==> config.mk <==
export PLATFORM = sky130hd
export DESIGN_NAME = gpio_apb_irq_flat
export DESIGN_NICKNAME = d
export VERILOG_FILES = /design/src/rtl/gpio_apb_irq_if.sv /design/src/rtl/gpio_apb_irq.sv /design/src/flat_wrapper.sv
export SDC_FILE = /design/constraint.sdc
export NUM_CORES = 1
export LEC_CHECK = 0
export ABC_CLOCK_PERIOD_IN_PS = 4100
export CORE_ASPECT_RATIO = 1.75
export CORE_MARGIN = 1.5
export CORE_UTILIZATION = 34
export CTS_BUF_LIST = sky130_fd_sc_hd__clkbuf_16
export CTS_CLUSTER_DIAMETER = 60
export CTS_CLUSTER_SIZE = 16
export DETAILED_ROUTE_END_ITERATION = 10
export MAX_ROUTING_LAYER = met4
export REMOVE_ABC_BUFFERS = 1
export SYNTH_ARGS = -nofsm -noshare
export SYNTH_HDL_FRONTEND = slang
export SYNTH_SLANG_ARGS = --single-unit
==> constraint.sdc <==
create_clock -name clock -period 4.1 [get_ports clock]
set_input_delay 1.025 -clock clock [delete_from_list [all_inputs] [get_ports clock]]
set_output_delay 1.025 -clock clock [all_outputs]
set_load 0.01 [all_outputs]
==> src/rtl/gpio_apb_irq_if.sv <==
// gpio_apb_irq_if - APB3 bus bundle for the gpio_apb_irq peripheral.
//
// Signals (names match the peripheral's APB port list):
//   in_paddr    32  address, only [4:2] decoded by the slave
//   in_psel     1   select
//   in_penable  1   enable (access phase when both psel and penable are high)
//   in_pprot    3   protection, ignored by the slave
//   in_pwrite   1   1 = write
//   in_pwdata   32  write data
//   in_pstrb    4   byte-lane write strobes
//   in_pready   1   slave ready (zero wait states)
//   in_prdata   32  read data
//   in_pslverr  1   error response, valid while in_pready is high
//
// Modports: master drives the request, slave drives the response.

interface gpio_apb_irq_if;
  logic [31:0] in_paddr;
  logic        in_psel;
  logic        in_penable;
  logic [2:0]  in_pprot;
  logic        in_pwrite;
  logic [31:0] in_pwdata;
  logic [3:0]  in_pstrb;
  logic        in_pready;
  logic [31:0] in_prdata;
  logic        in_pslverr;

  modport master (
    output in_paddr, in_psel, in_penable, in_pprot, in_pwrite, in_pwdata, in_pstrb,
    input  in_pready, in_prdata, in_pslverr
  );

  modport slave (
    input  in_paddr, in_psel, in_penable, in_pprot, in_pwrite, in_pwdata, in_pstrb,
    output in_pready, in_prdata, in_pslverr
  );
endinterface

==> src/rtl/gpio_apb_irq.sv <==
// gpio_apb_irq - parametrised APB3 GPIO peripheral with 7-segment drive and
// edge-detect interrupt.
//
// Register slots (in_paddr[4:2]):
//   0 OUT (RW)   1 IN (RO)   2 SEG (RW, nibble k = hex digit k)
//   3 SEG_EN (RW)   4 RISE_EN (RW)   5 FALL_EN (RW)   6 IRQ_STATUS (W1C)
//   7 unmapped (error, reads 0)
//
// Ports:
//   clock     system clock
//   reset     synchronous, active-high reset
//   apb       APB3 slave port (gpio_apb_irq_if.slave), zero wait states
//   gpio_out  GPIO_W output pins
//   gpio_in   GPIO_W asynchronous input pins
//   gpio_seg  8*SEG_N segment lines, digit k on [8k+7:8k], active-low a..g,dp
//   irq       level interrupt, OR of IRQ_STATUS

module gpio_apb_irq #(
  parameter int GPIO_W      = 16,
  parameter int SEG_N       = 8,
  parameter int SYNC_STAGES = 2
) (
  input  logic                clock,
  input  logic                reset,
  gpio_apb_irq_if.slave       apb,
  output logic [GPIO_W-1:0]   gpio_out,
  input  logic [GPIO_W-1:0]   gpio_in,
  output logic [8*SEG_N-1:0]  gpio_seg,
  output logic                irq
);

  typedef enum logic [2:0] {
    SLOT_OUT     = 3'd0,
    SLOT_IN      = 3'd1,
    SLOT_SEG     = 3'd2,
    SLOT_SEG_EN  = 3'd3,
    SLOT_RISE_EN = 3'd4,
    SLOT_FALL_EN = 3'd5,
    SLOT_STATUS  = 3'd6,
    SLOT_NONE    = 3'd7
  } slot_e;

  // Active-low segment pattern (a..g in bits 7..1, dp in bit 0) for one hex digit.
  function automatic logic [7:0] hex_to_seg(input logic [3:0] h);
    logic [7:0] s;
    case (h)
      4'h0: s = 8'h03;
      4'h1: s = 8'h9F;
      4'h2: s = 8'h25;
      4'h3: s = 8'h0D;
      4'h4: s = 8'h99;
      4'h5: s = 8'h49;
      4'h6: s = 8'h41;
      4'h7: s = 8'h1F;
      4'h8: s = 8'h01;
      4'h9: s = 8'h09;
      4'hA: s = 8'h11;
      4'hB: s = 8'hC1;
      4'hC: s = 8'h63;
      4'hD: s = 8'h85;
      4'hE: s = 8'h61;
      4'hF: s = 8'h71;
      default: s = 8'hFF;
    endcase
    return s;
  endfunction

  logic [GPIO_W-1:0]  out_q;
  logic [4*SEG_N-1:0] seg_q;
  logic [SEG_N-1:0]   seg_en_q;
  logic [GPIO_W-1:0]  rise_en_q;
  logic [GPIO_W-1:0]  fall_en_q;
  logic [GPIO_W-1:0]  status_q;
  logic [GPIO_W-1:0]  sync_q [SYNC_STAGES];
  logic [GPIO_W-1:0]  prev_q;

  logic               access;
  logic               bus_err;
  logic               wr_ok;
  slot_e              slot;
  logic [31:0]        lane_mask;
  logic [31:0]        out_m, seg_m, seg_en_m, rise_m, fall_m, clr_m;
  logic [GPIO_W-1:0]  status_clr;
  logic [GPIO_W-1:0]  sync_s;
  logic [GPIO_W-1:0]  rise, fall;
  logic [31:0]        rdata;

  assign access  = apb.in_psel & apb.in_penable;
  assign slot    = slot_e'(apb.in_paddr[4:2]);
  // Unmapped slot and writes to the read-only IN register are rejected and
  // must not touch any state.
  assign bus_err = access & ((slot == SLOT_NONE) | (apb.in_pwrite & (slot == SLOT_IN)));
  assign wr_ok   = access & apb.in_pwrite & ~bus_err;

  assign apb.in_pready  = access;
  assign apb.in_pslverr = bus_err;

  always_comb begin
    lane_mask = '0;
    for (int b = 0; b < 4; b++) begin
      lane_mask[8*b +: 8] = {8{apb.in_pstrb[b]}};
    end
  end

  // Registers are widened to 32 bits, merged lane-by-lane with the write
  // data, then truncated back so bits beyond the register width never store.
  assign out_m    = (32'(out_q)     & ~lane_mask) | (apb.in_pwdata & lane_mask);
  assign seg_m    = (32'(seg_q)     & ~lane_mask) | (apb.in_pwdata & lane_mask);
  assign seg_en_m = (32'(seg_en_q)  & ~lane_mask) | (apb.in_pwdata & lane_mask);
  assign rise_m   = (32'(rise_en_q) & ~lane_mask) | (apb.in_pwdata & lane_mask);
  assign fall_m   = (32'(fall_en_q) & ~lane_mask) | (apb.in_pwdata & lane_mask);
  assign clr_m    = apb.in_pwdata & lane_mask;

  assign status_clr = (wr_ok && slot == SLOT_STATUS) ? clr_m[GPIO_W-1:0] : '0;

  assign sync_s = sync_q[SYNC_STAGES-1];
  assign rise   = sync_s & ~prev_q & rise_en_q;
  assign fall   = ~sync_s & prev_q & fall_en_q;

  always_ff @(posedge clock) begin
    if (reset) begin
      for (int i = 0; i < SYNC_STAGES; i++) begin
        sync_q[i] <= '0;
      end
      prev_q <= '0;
    end else begin
      sync_q[0] <= gpio_in;
      for (int i = 1; i < SYNC_STAGES; i++) begin
        sync_q[i] <= sync_q[i-1];
      end
      prev_q <= sync_s;
    end
  end

  // Status: a new qualifying edge is ORed in after the clear, so set wins.
  always_ff @(posedge clock) begin
    if (reset) begin
      status_q <= '0;
    end else begin
      status_q <= (status_q & ~status_clr) | rise | fall;
    end
  end

  always_ff @(posedge clock) begin
    if (reset) begin
      out_q     <= '0;
      seg_q     <= '0;
      seg_en_q  <= '1;
      rise_en_q <= '0;
      fall_en_q <= '0;
    end else if (wr_ok) begin
      case (slot)
        SLOT_OUT:     out_q     <= out_m[GPIO_W-1:0];
        SLOT_SEG:     seg_q     <= seg_m[4*SEG_N-1:0];
        SLOT_SEG_EN:  seg_en_q  <= seg_en_m[SEG_N-1:0];
        SLOT_RISE_EN: rise_en_q <= rise_m[GPIO_W-1:0];
        SLOT_FALL_EN: fall_en_q <= fall_m[GPIO_W-1:0];
        default: ;
      endcase
    end
  end

  always_comb begin
    rdata = '0;
    if (access) begin
      case (slot)
        SLOT_OUT:     rdata = 32'(out_q);
        SLOT_IN:      rdata = 32'(sync_s);
        SLOT_SEG:     rdata = 32'(seg_q);
        SLOT_SEG_EN:  rdata = 32'(seg_en_q);
        SLOT_RISE_EN: rdata = 32'(rise_en_q);
        SLOT_FALL_EN: rdata = 32'(fall_en_q);
        SLOT_STATUS:  rdata = 32'(status_q);
        default:      rdata = '0;
      endcase
    end
  end

  assign apb.in_prdata = rdata;

  for (genvar k = 0; k < SEG_N; k++) begin : g_digit
    assign gpio_seg[8*k +: 8] = seg_en_q[k] ? hex_to_seg(seg_q[4*k +: 4]) : 8'hFF;
  end

  assign gpio_out = out_q;
  assign irq      = |status_q;

  // Bus bits that are ignored by design, and merge bits above register width.
  logic unused_bits;
  assign unused_bits = ^{apb.in_pprot, apb.in_paddr[31:5], apb.in_paddr[1:0],
                         out_m, seg_m, seg_en_m, rise_m, fall_m, clr_m};

endmodule

==> src/flat_wrapper.sv <==
// flat-port wrapper written by rule: the top's interface ports become plain ports
module gpio_apb_irq_flat 
#(
  parameter int GPIO_W      = 16,
  parameter int SEG_N       = 8,
  parameter int SYNC_STAGES = 2
)
  (clock, reset, gpio_out, gpio_in, gpio_seg, irq, apb_in_paddr, apb_in_psel, apb_in_penable, apb_in_pprot, apb_in_pwrite, apb_in_pwdata, apb_in_pstrb, apb_in_pready, apb_in_prdata, apb_in_pslverr);
  gpio_apb_irq_if apb_i ();
  input  logic clock;
  input  logic reset;
  output logic [GPIO_W-1:0] gpio_out;
  input  logic [GPIO_W-1:0] gpio_in;
  output logic [8*SEG_N-1:0] gpio_seg;
  output logic irq;
  input wire logic [$bits(apb_i.in_paddr)-1:0] apb_in_paddr;
  input wire logic [$bits(apb_i.in_psel)-1:0] apb_in_psel;
  input wire logic [$bits(apb_i.in_penable)-1:0] apb_in_penable;
  input wire logic [$bits(apb_i.in_pprot)-1:0] apb_in_pprot;
  input wire logic [$bits(apb_i.in_pwrite)-1:0] apb_in_pwrite;
  input wire logic [$bits(apb_i.in_pwdata)-1:0] apb_in_pwdata;
  input wire logic [$bits(apb_i.in_pstrb)-1:0] apb_in_pstrb;
  output wire logic [$bits(apb_i.in_pready)-1:0] apb_in_pready;
  output wire logic [$bits(apb_i.in_prdata)-1:0] apb_in_prdata;
  output wire logic [$bits(apb_i.in_pslverr)-1:0] apb_in_pslverr;
  assign apb_i.in_paddr = apb_in_paddr;
  assign apb_i.in_psel = apb_in_psel;
  assign apb_i.in_penable = apb_in_penable;
  assign apb_i.in_pprot = apb_in_pprot;
  assign apb_i.in_pwrite = apb_in_pwrite;
  assign apb_i.in_pwdata = apb_in_pwdata;
  assign apb_i.in_pstrb = apb_in_pstrb;
  assign apb_in_pready = apb_i.in_pready;
  assign apb_in_prdata = apb_i.in_prdata;
  assign apb_in_pslverr = apb_i.in_pslverr;
  gpio_apb_irq #(.GPIO_W(GPIO_W), .SEG_N(SEG_N), .SYNC_STAGES(SYNC_STAGES)) u_core (.clock(clock), .reset(reset), .apb(apb_i), .gpio_out(gpio_out), .gpio_in(gpio_in), .gpio_seg(gpio_seg), .irq(irq));
endmodule
==> results.py, run 1 <==
metrics = {
    "route": {
        "wire_per_inst_um": 18.2,
        "vias": 9933,
        "drt-pass1-iter-count": 5,
        "detail-route-antenna-nets": 0,
        "drt_iter0_markers": 454,
        "viasPerCell": 5.26,
        "drc": 0,
        "wl_um": 34300,
    },
    "timing": {
        "setup_tns_ps": 0,
        "finalSetupViolCount": 0,
        "period_share_pct": 96.8,
        "rsz0062_at_grt": "no",
        "whs_ps": 426,
        "finalClockSkew_ps": 24.1,
        "fin_crit_ps": 3970,
        "hold_viol": 0,
        "slew_headroom_pct": 50.8,
        "worstMarginPinSlew_ps": 738,
        "fmax_mhz": 252,
        "slew_viol_final": 0,
    },
    "worst_setup_path": {
        "worstSetupStartpointType": "primary input",
        "cpPeakStageDelay_ps": 470,
        "worstSetupStartpoint": "apb_in_paddr[3]",
        "worstPathCellList": "buf_2, buf_4, mux2i_1, nor2_1, a211oi_1, a211oi_1, buf_4, clkdlybuf4s50_1",
        "critPathSlowestCell": "clkdlybuf4s50_1",
        "worstPathArrival_ps": 2950,
        "crit_family": "buffers and inverters",
        "cp_max_fo": 15,
        "required_ps": 3070,
        "cp_num_buf_inv": 4,
        "cp-end-kind": "primary output",
        "reg2reg_from": "u_core.seg_q[28]$_SDFFE_PP0N_",
        "critPathKind": "primary input to primary output",
    },
    "layout": {
        "drive_gt1_share_pct": 8.91,
        "mostFrequentLayoutCells": "dfxtp_1, clkdlybuf4s50_1, nand2_1",
        "regArea_um2": 4160,
        "fill_cells": 3290,
        "layout-area-overhead-vs-synth_pct": 24.7,
        "num-nets-final": 1617,
        "multiInputGateArea_um2": 6480,
        "layout_commonest_cell": "dfxtp_1",
    },
    "clocking": {
        "cts-root-buf": "clkbuf_16",
        "cts_tree": "built",
        "clk_pin_slew_ps": 70,
        "ctsHoldBuffers": 0,
        "htreeDepth": 1,
        "clockBufferDepth": 3,
        "numCtsBuffers": 18,
        "clock_latency_ps": 520,
        "postCtsSetupBuffers": 0,
        "clock_sinks": 208,
        "cts.repair.resized": 0,
    },
    "placed_design": {
        "gp_congestion": 0.951,
        "dp_hpwl_um": 25200,
        "port_buffers": 166,
    },
    "power": {
        "vdd_ir_drop_max_uv": 226,
        "power_density_nw_per_um2": 295,
        "p_leak_nw": 5.69,
    },
    "floorplan": {
        "fp.dieW_um": 141,
        "ios": 207,
        "die_y_um": 244,
        "start_util_pct": 34.4,
        "rows": 88,
        "core_area_um2": 32800,
        "die_area_um2": 34300,
    },
    "worst_hold_path": {
        "holdCritPathClass": "register to register",
        "hold_start": "u_core.sync_q[0][7]$_SDFF_PP0_",
    },
    "yosys": {
        "yosys.area.top_type": "dfxtp_1",
        "synth-edff-count": 0,
        "yosysWarnings": 0,
        "async_flop_share_pct": 0,
        "syn_inst": 1315,
        "synth_cell_types": 66,
        "synth_area_um2": 11300,
        "yosysSeqAreaShare_pct": 36.9,
        "synthTopCellsByArea": "dfxtp_1, mux2i_1, ha_1, nand2_1, nand2b_1",
        "synth_top_area_share_pct": 36.9,
        "avgSynthCellArea_um2": 8.58,
        "synth-seq-cells": 208,
        "ys.flop_type": "dfxtp_1",
    },
    "flow_run": {
        "drv_cap": 0,
    },
    "global_route": {
        "grt_first_pass_wirelength_um": 53200,
        "grt.total_usage_pct": 20.1,
        "grt_max_degree": 70,
        "grt-ovfl-total": 0,
        "antenna_found_initial": 1,
        "grt_pass1_vias": 9729,
    },
    "run_status": {
        "status": "completed",
    },
}
==> cells in the mapped netlist (all sizes together), types with 8 or more instances <==
library cell  number
a211oi            23
a21oi             80
a22o               9
a22oi              8
a311oi             8
a31oi             25
and2              17
and3              10
buf               34
clkbuf            53
dfxtp            208
ha                48
inv               64
mux2              19
mux2i            104
nand2            141
nand2b            75
nand3             27
nand3b            34
nor2              92
nor2b             71
nor3               8
o21ai             50
o22ai             12
==> power breakdown <==
| part | total [mW] | leakage, nW | internal (mW) | switching, mW |
|---|---|---|---|---|
| sequential | 2.06 | 1.68 | 2.04 | 0.0161 |
| combinational | 0.345 | 3.73 | 0.151 | 0.193 |
| clock | 1.74 | 0.276 | 0.935 | 0.809 |
==> worst register-to-register path, cell delays in order, from the launching register on <==
cell      delay, ps
dfxtp_1         420
nand2_1         100
a21oi_1         330
inv_1           170
ha_1            340
nor2_1           70
a221oi_1        260
nor2_1          110
mux2_2          270
==> path summary, 6_finish.rpt <==
| kind | slack, ps | cells after the start | end |
|---|---|---|---|
| min | 430 | 1 | u_core.sync_q[0][23]$_SDFF_PP0_ |
| min reg2reg | 430 | 1 | u_core.sync_q[0][23]$_SDFF_PP0_ |
| max | 130 | 8 | apb_in_prdata[12] |
| max reg2reg | 1950 | 8 | register |
==> metal layers <==
layer  GRT usage [%]  vias up  wire length [um]
li1                -     4862                 -
met1            21.6     4695             13400
met2            36.5      300             17800
met3            2.27       76              1490
met4            10.0        0              1630
met5               -        -                 0
==> final cells by class <==
cell class,count,share of cell area (%)
flip-flops and latches,208,29.6
inverters,64,1.73
diodes,1,0.0178
clock inverters,7,0.774
well taps,405,3.60
repair buffers,222,15.0
multi-input cells,963,46.1
clock buffers,18,3.20
==> cells by family after synthesis <==
family          count (synthesis)  synth area share, %
compound gates                272                 15.6
xor+xnor                        6                0.466
fa+ha+maj                      48                 5.32
buf+inv                       151                 5.89
flops                         208                 36.9
mux                           129                 12.6
other cells                     1               0.0332
simple gates                  500                 23.2
==> metrics by stage <==
stage / util, % / total power [mW] / cell area, um2 / setup WS, ps / instances
detailed placement: 41.1 / 2.45 / 13500 / 96.0 / 1862
finish: 42.9 / 4.15 / 14100 / 130 / 1888
global placement: 41.1 / 2.45 / 13500 / 72.1 / 1862
CTS: 42.8 / 4.21 / 14100 / 78.5 / 1887
global route: 42.9 / 4.31 / 14100 / 1.40 / 1888
floorplan: - / 2.22 / 10900 / 723 / 1235
Note: power is estimated with default switching activity, not from simulation.
==> run 2, diff against run 1 <==
CELL_PAD_IN_SITES_DETAIL_PLACEMENT = 0   (was default)
CELL_PAD_IN_SITES_GLOBAL_PLACEMENT = 2   (was default)
CORE_UTILIZATION = 32   (was 34)
PLACE_DENSITY_LB_ADDON = 0.1   (was default)
==> results.py, run 2 (synthesis results as in run 1) <==
metrics = {
    "worst_setup_path": {
        "crit_family": "buffers and inverters",
        "cp-end-kind": "primary output",
        "worstPathCellList": "clkdlybuf4s50_1, and2_1, buf_4, and3_1, buf_12, and2_1, clkdlybuf4s50_1",
        "worstSetupStartpointType": "primary input",
        "reg2reg_from": "u_core.seg_q[28]$_SDFFE_PP0N_",
        "critPathKind": "primary input to primary output",
        "required_ps": 3070,
        "cpPeakStageDelay_ps": 530,
        "cp_max_fo": 16,
        "cp_num_buf_inv": 4,
        "worstPathArrival_ps": 2990,
        "critPathSlowestCell": "clkdlybuf4s50_1",
        "worstSetupStartpoint": "apb_in_penable",
    },
    "floorplan": {
        "ios": 207,
        "start_util_pct": 32.6,
        "die_area_um2": 36400,
        "fp.dieW_um": 145,
        "core_area_um2": 34600,
        "die_y_um": 251,
        "rows": 90,
    },
    "timing": {
        "whs_ps": 440,
        "fmax_mhz": 249,
        "finalClockSkew_ps": 9.85,
        "setup_slack_ps": 87.7,
        "period_share_pct": 97.9,
        "finalSetupViolCount": 0,
        "rsz0062_at_grt": "no",
        "worstMarginPinSlew_ps": 757,
        "setup_tns_ps": 0,
        "fin_crit_ps": 4010,
        "slew_headroom_pct": 49.3,
        "slew_viol_final": 0,
        "hold_viol": 0,
    },
    "placed_design": {
        "dp_hpwl_um": 26700,
        "dp_slack_ps": 61.8,
        "placed_area_um2": 13600,
        "dp.cells": 1925,
        "port_buffers": 166,
        "gp_congestion": 0.802,
    },
    "clocking": {
        "clockBufferDepth": 3,
        "clock_latency_ps": 510,
        "cts_tree": "built",
        "ctsHoldBuffers": 0,
        "cts-root-buf": "clkbuf_16",
        "cts.repair.resized": 0,
        "clock_sinks": 208,
        "htreeDepth": 1,
        "clk_pin_slew_ps": 70,
        "postCtsSetupBuffers": 0,
        "numCtsBuffers": 19,
    },
    "worst_hold_path": {
        "holdCritPathClass": "register to register",
        "hold_start": "u_core.sync_q[0][5]$_SDFF_PP0_",
    },
    "layout": {
        "fin_util_pct": 41.2,
        "fin_area_um2": 14200,
        "layout_commonest_cell": "dfxtp_1",
        "fill_cells": 3609,
        "drive_gt1_share_pct": 9.56,
        "num-nets-final": 1626,
        "multiInputGateArea_um2": 6480,
        "regArea_um2": 4160,
        "final_cells": 1957,
        "mostFrequentLayoutCells": "dfxtp_1, clkdlybuf4s50_1, nand2_1",
        "layout-area-overhead-vs-synth_pct": 26.1,
    },
    "global_route": {
        "grt-ovfl-total": 0,
        "grt_pass1_vias": 10000,
        "busiest_layer": "met2",
        "grtUsageMet2_pct": 38.4,
        "grt_max_degree": 78,
        "antenna_found_initial": 1,
        "grt_util_met1_pct": 22.0,
        "grt_first_pass_wirelength_um": 56800,
        "gr-usage-met3_pct": 1.83,
        "grt.total_usage_pct": 20.2,
    },
    "power": {
        "sw_frac_of_total_pct": 25.0,
        "power_density_nw_per_um2": 298,
        "combPwrFrac_pct": 8.3,
        "p_total_mw": 4.25,
        "p_seq_share_pct": 48.6,
        "clkPwrFrac_pct": 43.2,
        "vdd_ir_drop_max_uv": 261,
        "p_leak_nw": 5.77,
        "switchingPower_mw": 1.06,
        "internal_power_mw": 3.18,
    },
    "route": {
        "wl_um": 36200,
        "drc": 0,
        "detail-route-antenna-nets": 0,
        "drt-pass1-iter-count": 5,
        "viasPerCell": 5.02,
        "wire_per_inst_um": 18.5,
        "vias": 9832,
        "drt_iter0_markers": 418,
    },
    "flow_run": {
        "drv_cap": 0,
    },
    "run_status": {
        "status": "completed",
    },
}
[run 2: worst paths after layout]
kind / cells after the start / end / slack, ps
worst min register to register: 1 / u_core.sync_q[0][21]$_SDFF_PP0_ / 440
worst max register to register: 8 / register / 2020
worst min-delay path: 1 / u_core.sync_q[0][21]$_SDFF_PP0_ / 440
worst max-delay path: 7 / apb_in_prdata[28] / 90
[run 2: final cells by class]
| type | count | area share, % |
|---|---|---|
| Antenna cell | 1 | 0.0176 |
| Clock buffer | 19 | 3.34 |
| Clock inverter | 12 | 0.862 |
| Inverter | 64 | 1.71 |
| Multi-Input combinational cell | 963 | 45.5 |
| Sequential cell | 208 | 29.3 |
| Tap cell | 460 | 4.05 |
| Timing Repair Buffer | 230 | 15.2 |
[run 2: metal layers]
layer	vias up	routed length, um
li1	4894	-
met1	4680	14800
met2	209	19400
met3	49	1070
met4	0	937
met5	-	0
[run 2: power by group through the flow]
stage	registers [mW]	clock network, mW	logic, mW
after floorplan	2.10	0	0.119
after global placement	2.11	0	0.355
after detailed placement	2.11	0	0.354
after CTS	2.06	1.91	0.355
after global routing	2.07	1.96	0.382
final	2.06	1.83	0.351
[run 2: worst register-to-register path: cells and delay by family, from the launching register on]
kind	cells	cell delay [ps]
AO/OA/AOI/OAI	2	560
flip-flops	1	390
adder cells (fa/ha/maj)	1	340
AND/OR/NAND/NOR	3	260
multiplexers	1	260
buffers and inverters	1	150
==> run 3, diff against run 2 <==
ABC_CLOCK_PERIOD_IN_PS = 3900   (was 4100)
clock period = 3.9 ns   (was 4.1 ns; I/O delays follow)
==> results.py, run 3 (synthesis results as in run 1) <==
metrics = {
    "timing": {
        "period_share_pct": 98.5,
        "rsz0062_at_grt": "no",
        "whs_ps": 429,
        "slew_headroom_pct": 50.2,
        "finalSetupViolCount": 0,
        "worstMarginPinSlew_ps": 741,
        "hold_viol": 0,
        "fin_crit_ps": 3840,
        "setup_tns_ps": 0,
        "finalClockSkew_ps": 17.2,
        "slew_viol_final": 0,
        "fmax_mhz": 260,
    },
    "worst_setup_path": {
        "critPathKind": "primary input to primary output",
        "cp-end-kind": "primary output",
        "critPathSlowestCell": "clkdlybuf4s50_1",
        "worstSetupStartpointType": "primary input",
        "cp_max_fo": 10,
        "worstPathArrival_ps": 2870,
        "cpPeakStageDelay_ps": 520,
        "required_ps": 2920,
        "worstPathCellList": "clkdlybuf4s50_1, and2_1, nand2_1, buf_4, a211oi_1, buf_4, clkdlybuf4s50_1",
    },
    "global_route": {
        "antenna_found_initial": 0,
        "grt-ovfl-total": 0,
        "grt.total_usage_pct": 20.1,
        "grt_pass1_vias": 9786,
        "grt_max_degree": 64,
        "grt_first_pass_wirelength_um": 55900,
    },
    "route": {
        "drt_iter0_markers": 408,
        "viasPerCell": 4.99,
        "detail-route-antenna-nets": 0,
        "vias": 9841,
        "drt-pass1-iter-count": 5,
        "wire_per_inst_um": 18.3,
        "drc": 0,
        "wl_um": 36200,
    },
    "layout": {
        "mostFrequentLayoutCells": "dfxtp_1, clkdlybuf4s50_1, nand2_1",
        "diodes": 0,
        "final_cells": 1972,
        "drive_gt1_share_pct": 10.7,
        "layout-area-overhead-vs-synth_pct": 27.5,
        "fin_area_um2": 14400,
        "layout_commonest_cell": "dfxtp_1",
        "num-nets-final": 1646,
    },
    "placed_design": {
        "dp.cells": 1946,
        "dp_hpwl_um": 27100,
        "port_buffers": 166,
        "gp_congestion": 0.804,
        "placed_area_um2": 13800,
    },
    "clocking": {
        "cts.repair.resized": 0,
        "cts-root-buf": "clkbuf_16",
        "clock_latency_ps": 510,
        "clockBufferDepth": 3,
        "clk_pin_slew_ps": 70,
        "htreeDepth": 1,
        "cts_tree": "built",
        "ctsHoldBuffers": 0,
        "numCtsBuffers": 18,
        "clock_sinks": 208,
        "postCtsSetupBuffers": 0,
    },
    "floorplan": {
        "start_util_pct": 32.6,
        "core_area_um2": 34600,
        "die_y_um": 251,
        "die_area_um2": 36400,
        "ios": 207,
        "fp.dieW_um": 145,
        "rows": 90,
    },
    "power": {
        "power_density_nw_per_um2": 307,
        "p_leak_nw": 5.84,
        "vdd_ir_drop_max_uv": 257,
    },
    "flow_run": {
        "drv_cap": 0,
    },
    "run_status": {
        "status": "completed",
    },
    "worst_hold_path": {
        "holdCritPathClass": "register to register",
    },
}
run 3: changes by cell type in the layout (fill, tap and decap cells not counted):
cell	previous run	this run
inv_6	2	0
buf_4	61	80
diode_2	1	0
clkinvlp_4	0	2
clkinv_2	2	1
buf_12	3	5
clkinv_4	1	0
clkinv_1	0	1
inv_1	66	62
run 3: metal layers:
metal  part of all wire, %  routed length, um  global-route usage [%]
met1                    40              14400                    21.5
met4                   2.1                754                    5.80
met3                   3.2               1150                    2.29
met2                    55              19800                    38.4
met5                     0                  0                       -
run 3: power breakdown:
part | internal [mW] | switching [mW]
Sequential | 2.15 | 0.0169
Combinational | 0.168 | 0.208
Clock | 1.02 | 0.850
run 3: final timing paths:
kind / endpoint / slack [ps] / depth (start not counted) / start
worst max-delay path: apb_in_prdata[12] / 60 / 7 / apb_in_psel
worst min-delay path: u_core.sync_q[0][27]$_SDFF_PP0_ / 430 / 1 / u_core.sync_q[0][11]$_SDFF_PP0_
worst max register to register: register / 1860 / 8 / u_core.seg_q[28]$_SDFFE_PP0N_
worst min register to register: u_core.sync_q[0][27]$_SDFF_PP0_ / 430 / 1 / u_core.sync_q[0][11]$_SDFF_PP0_
run 3: metrics by stage:
step / util, % / worst slack (ps) / power [mW]
after floorplan: - / 573 / 2.34
after global placement: 39.9 / 65.5 / 2.60
after detailed placement: 39.9 / 43.7 / 2.60
after CTS: 41.6 / 32.8 / 4.50
after global routing: 41.6 / 21.0 / 4.58
final: 41.6 / 59.0 / 4.41
run 3: worst max-delay path, delay by kind of cell:
kind,cells,cell delay [ps]
AOI/OAI and AO/OA,1,200
buffers and inverters,4,1370
and+or+nand+nor,2,320
run 3: final cells by class:
type / count / area (um2)
fillers: 3566 / 20200
multi-input cells: 963 / 6480
flip-flops and latches: 208 / 4160
repair buffers: 251 / 2350
well taps: 460 / 576
clock buffers: 19 / 475
inverters: 64 / 243
clock inverters: 7 / 95.1
